[src/rtl/mem_port.sv]
// mem_port: byte-serial load/store port between the load/store buffer and a
// byte-wide synchronous RAM.
// Loads complete with a one-cycle have_mem_out pulse that carries the
// sign- or zero-extended data. Stores produce no completion pulse.
// Optional build macro MEM_IO_STALL_EN: when it is defined, a store into the
// I/O region (addr[17:16] == IO_HI) waits while io_buffer_full is high.
module mem_port #(
    parameter logic [1:0] IO_HI = 2'b11
) (
    input  logic        clk_in,
    input  logic        rst_in,
    input  logic        rdy_in,
    input  logic        req_valid,
    input  logic [4:0]  req_entry,
    input  logic        req_wr,
    input  logic [31:0] req_addr,
    input  logic [31:0] req_wdata,
    input  logic [1:0]  req_size,
    input  logic        req_signed,
    output logic        mem_busy,
    output logic        have_mem_out,
    output logic [4:0]  mem_entry_out,
    output logic [31:0] mem_data_out,
    input  logic [7:0]  ram_din,
    output logic [7:0]  ram_dout,
    output logic [31:0] ram_a,
    output logic        ram_wr,
    input  logic        io_buffer_full
);

    typedef enum logic [1:0] {
        ST_IDLE  = 2'd0,
        ST_READ  = 2'd1,
        ST_WRITE = 2'd2,
        ST_DONE  = 2'd3
    } state_t;

    state_t      state_r;
    logic [4:0]  entry_r;
    logic [31:0] addr_r;
    logic [31:0] wdata_r;
    logic [2:0]  n_bytes_r;
    logic [2:0]  idx_r;
    logic        signed_r;
    logic [23:0] bytes_r;
    logic        ram_wr_r;
    logic        io_stall_s;
    logic [31:0] byte_addr_s;
    logic [7:0]  wbyte_s;

    // Number of bytes moved for a given size code.
    function automatic logic [2:0] byte_count(input logic [1:0] size);
        case (size)
            2'd0:    byte_count = 3'd1;
            2'd1:    byte_count = 3'd2;
            default: byte_count = 3'd4;
        endcase
    endfunction

    // Assemble the earlier captured bytes with the final byte and extend to 32 bits.
    function automatic logic [31:0] extend_load(input logic [23:0] lo, input logic [7:0] last,
                                                input logic [2:0] n, input logic sgn);
        logic fill;
        fill = sgn & last[7];
        case (n)
            3'd1:    extend_load = {{24{fill}}, last};
            3'd2:    extend_load = {{16{fill}}, last, lo[7:0]};
            default: extend_load = {last, lo};
        endcase
    endfunction

    // Little-endian byte k of a store word.
    function automatic logic [7:0] select_byte(input logic [31:0] word, input logic [1:0] k);
        case (k)
            2'd0:    select_byte = word[7:0];
            2'd1:    select_byte = word[15:8];
            2'd2:    select_byte = word[23:16];
            default: select_byte = word[31:24];
        endcase
    endfunction

    // Address and store byte for the current byte index; the address wraps modulo 2^32.
    always_comb begin
        byte_addr_s = addr_r + {29'd0, idx_r};
        wbyte_s     = select_byte(wdata_r, idx_r[1:0]);
    end

`ifdef MEM_IO_STALL_EN
    assign io_stall_s = (addr_r[17:16] == IO_HI) && io_buffer_full;
`else
    logic [2:0] unused_io_s;
    assign unused_io_s = {io_buffer_full, IO_HI};
    assign io_stall_s  = 1'b0;
`endif

    // A frozen port must never strobe the RAM, even with a write pending.
    assign ram_wr = ram_wr_r & rdy_in;

    // Transaction FSM: accept, stream bytes to/from RAM, pulse completion for loads.
    always_ff @(posedge clk_in or posedge rst_in) begin
        if (rst_in) begin
            state_r       <= ST_IDLE;
            entry_r       <= 5'd0;
            addr_r        <= 32'd0;
            wdata_r       <= 32'd0;
            n_bytes_r     <= 3'd0;
            idx_r         <= 3'd0;
            signed_r      <= 1'b0;
            bytes_r       <= 24'd0;
            ram_wr_r      <= 1'b0;
            ram_a         <= 32'd0;
            ram_dout      <= 8'd0;
            mem_busy      <= 1'b0;
            have_mem_out  <= 1'b0;
            mem_entry_out <= 5'd0;
            mem_data_out  <= 32'd0;
        end else if (rdy_in) begin
            case (state_r)
                ST_IDLE: begin
                    ram_wr_r <= 1'b0;
                    if (req_valid) begin
                        entry_r   <= req_entry;
                        addr_r    <= req_addr;
                        wdata_r   <= req_wdata;
                        n_bytes_r <= byte_count(req_size);
                        signed_r  <= req_signed;
                        idx_r     <= 3'd0;
                        mem_busy  <= 1'b1;
                        state_r   <= req_wr ? ST_WRITE : ST_READ;
                    end
                end
                ST_WRITE: begin
                    if (idx_r == n_bytes_r) begin
                        ram_wr_r <= 1'b0;
                        mem_busy <= 1'b0;
                        state_r  <= ST_IDLE;
                    end else if (io_stall_s) begin
                        ram_wr_r <= 1'b0;
                    end else begin
                        ram_a    <= byte_addr_s;
                        ram_dout <= wbyte_s;
                        ram_wr_r <= 1'b1;
                        idx_r    <= idx_r + 3'd1;
                    end
                end
                ST_READ: begin
                    ram_wr_r <= 1'b0;
                    // ram_din now holds the byte addressed on the previous cycle.
                    case (idx_r)
                        3'd1:    bytes_r[7:0]   <= ram_din;
                        3'd2:    bytes_r[15:8]  <= ram_din;
                        3'd3:    bytes_r[23:16] <= ram_din;
                        default: bytes_r        <= bytes_r;
                    endcase
                    if (idx_r == n_bytes_r) begin
                        have_mem_out  <= 1'b1;
                        mem_entry_out <= entry_r;
                        mem_data_out  <= extend_load(bytes_r, ram_din, n_bytes_r, signed_r);
                        state_r       <= ST_DONE;
                    end else begin
                        ram_a <= byte_addr_s;
                        idx_r <= idx_r + 3'd1;
                    end
                end
                ST_DONE: begin
                    have_mem_out <= 1'b0;
                    mem_busy     <= 1'b0;
                    state_r      <= ST_IDLE;
                end
                default: begin
                    ram_wr_r     <= 1'b0;
                    have_mem_out <= 1'b0;
                    mem_busy     <= 1'b0;
                    state_r      <= ST_IDLE;
                end
            endcase
        end else begin
            state_r <= state_r;
        end
    end

endmodule

[config.mk]
export PLATFORM = sky130hd
export DESIGN_NAME = mem_port
export DESIGN_NICKNAME = d
export VERILOG_FILES = /design/src/rtl/mem_port.sv
export SDC_FILE = /design/constraint.sdc
export NUM_CORES = 1
export LEC_CHECK = 0
export BUFFER_PORTS_ARGS = -buffer_cell sky130_fd_sc_hd__buf_2
export CELL_PAD_IN_SITES_DETAIL_PLACEMENT = 0
export CELL_PAD_IN_SITES_GLOBAL_PLACEMENT = 1
export CORE_MARGIN = 2
export CORE_UTILIZATION = 24
export CTS_CLUSTER_DIAMETER = 100
export DETAILED_ROUTE_END_ITERATION = 16
export PLACE_DENSITY_LB_ADDON = 0.3
export RECOVER_POWER = 100
export SYNTH_ARGS = -nofsm -noshare
export SYNTH_HDL_FRONTEND = slang
export SYNTH_SLANG_ARGS = --single-unit
[constraint.sdc]
create_clock -name clk_in -period 8 [get_ports clk_in]
set_input_delay 1.6 -clock clk_in [delete_from_list [all_inputs] [get_ports clk_in]]
set_output_delay 1.6 -clock clk_in [all_outputs]
set_load 0.01 [all_outputs]
==> results.toml <==
[sta]
setup_tns_ns = 0
tightest_slew_ns = 2.933
min_period_over_period_pct = 65.60
maxSlewViolCount = 150
max_freq_mhz = 190.5
holdWs_ns = 0.4647
final.setup_skew_ns = 0.01226
hold_viol = 0
setup_viol = 0
fin_crit_ns = 5.248
grt_setup_unrepaired = "false"
relSlewSlack_pct = -95.52

[power_and_ir_drop]
power.total_uw = 3956
peakVddDrop_mv = 0.1820
p_per_area_nw_per_um2 = 393.1
power_leakage_uw = 0.004315

[grt]
grt.total_usage_pct = 13.18
grt_pass1_wl_mm = 36.48
grt_pass1_vias = 6106
grt_max_degree = 117
globalRouteOverflowTotal = 0
antenna_found_initial = 2

[final_layout]
multi_input_area_um2 = 3587
diodes = 0
fin_util_pct = 29.06
area_delta_synth_final_pct = 18.86
num-fill-cells = 3653
nets = 976
seq_area_um2 = 4554
design_area_um2 = 10060
drive_above_1_share_pct = 24.66

[yosys]
synth.cell_area_um2 = 8467
synth-edff-count = 0
syn_area_per_cell_um2 = 11.46
syn_nets = 840
yosys_warnings = 0
synthArstFlopShare_pct = 100.0
netlist_instances = 739
yosysSeqAreaShare_pct = 53.79
synth_cell_type_count = 58
synth_flop_cell = "dfrtp_1"
synth_seq_cells = 182

[clock_network]
clk_pin_slew_ns = 0.07
holdBufCountCts = 0
clock_latency_ns = 0.45
cts.path.max_buffers = 2
cts_tree = "built"
cts_root_buf = "clkbuf_16"
htreeDepth = 4
cts_setup_buffers = 0
cts_resized = 0
cts_buffers = 17
clkSinkCount = 182

[worst_setup_path]
worstPathMaxFanout = 50
crit_required_ns = 8.32
worstSetupStartpointType = "primary input"
path_class = "primary input to flop"
cp_data_arrival_time_ns = 5.57
cp-end-kind = "flop"

[die]
core_area_um2 = 34630
start_util_pct = 24.45
rows = 68
die_area_um2 = 36800
fp.dieW_um = 191.8
die_h_um = 191.8
ios = 166

[job]
drv_cap = 3

[placed_design]
dp_hpwl_mm = 15.93
port-buffer-count = 164
gp_congestion = 0.7105
place_area_um2 = 9673

[routing]
final_antenna_net_count = 0
drt-total-wl_mm = 23.46
first_iter_violations = 284
vias_per_cell = 4.599
drt_drc_violations_left = 0
via_count = 6176
dr.pass1.iters = 5
routedWlPerCell_um = 17.47

[min_path]
hold_path_class = "flop to flop"

[run_status]
status = "finished with violations"
violations = "capacitance limit, slew limit"
final timing paths:
path | start | slack [ns] | endpoint | depth (start not counted)
min reg2reg | entry_r[3] | 0.46 | mem_entry_out[3] | 2
max | rdy_in | 2.75 | wdata_r[17] | 4
min | entry_r[3] | 0.46 | mem_entry_out[3] | 2
min in group asynchronous | rst_in | 1.32 | ram_dout[6] | 2
max in group asynchronous | rst_in | 5.27 | addr_r[24] | 3
max reg2reg | state_r[0] | 3.40 | wdata_r[17] | 5
cell usage after synthesis (all sizes together) (10+ instances only):
master,instances,share of area [%]
nand2,104,4.6
inv,16,0.71
nand3,20,1.2
nor2,12,0.53
nand4,11,0.81
o21ai,61,3.6
a31oi,10,0.74
clkbuf,26,1.2
a21oi,18,1.1
ha,14,2.1
dfrtp,182,54
buf,25,1.8
mux2,106,14
area by class of cell:
class                           instances  share of cell area (%)
Clock buffer                           19                   4.302
Sequential cell                       182                   45.26
Inverter                               16                  0.6714
Tap cell                              455                   5.657
Multi-Input combinational cell        490                   35.65
Timing Repair Buffer                  168                   7.360
Clock inverter                         13                   1.107
metal layers:
metal  global-route usage (%)  share of wire [%]
met1                    17.24                 46
met2                    21.12                 48
met3                    3.618                4.4
met4                    4.142                1.0
met5                        0               0.12
registers in the layout, indices dropped and copies added, names as in the netlist:
register / flops
addr_r: 32
bytes_r: 24
entry_r: 5
have_mem_out: 1
idx_r: 3
mem_busy: 1
mem_data_out: 32
mem_entry_out: 5
n_bytes_r: 3
ram_a: 32
ram_dout: 8
ram_wr_r: 1
signed_r: 1
state_r: 2
wdata_r: 32
placed cells by master, fill, tap and decap left out, drive strengths merged, types with 11 or more instances in the layout:
cell type / instances
mux2: 106
ha: 14
clkbuf: 103
nand3: 20
nor2: 12
nand2: 104
a21oi: 18
dfrtp: 182
inv: 24
o21ai: 61
buf: 84
nand4: 11
kinds of logic after synthesis:
logic type | synth area share (%)
AO/OA/AOI/OAI | 12.31
XOR/XNOR | 1.404
adder cells (fa/ha/maj) | 2.305
buffers and inverters | 3.650
flip-flops | 53.79
multiplexers | 15.04
AND/OR/NAND/NOR | 11.50
worst max-delay path, stage by stage:
cell and delay, ns:
clkbuf_1 0.22, nand3_1 1.05, clkbuf_1 2.14, mux2_2 0.49
where the power goes:
part	switching (uW)	leakage, uW	internal (uW)
clock	410	0.000260	408
sequential	340	0.00225	1350
combinational	817	0.00180	629
per-stage QoR:
step | instances | setup slack (ns)
after floorplan | 739 | 1.456
after global placement | 1311 | 4.274
after detailed placement | 1311 | 4.277
after CTS | 1343 | 4.272
after global routing | 1343 | 2.308
final | 1343 | 2.752
No activity file was read; power rests on OpenSTA's default activity.
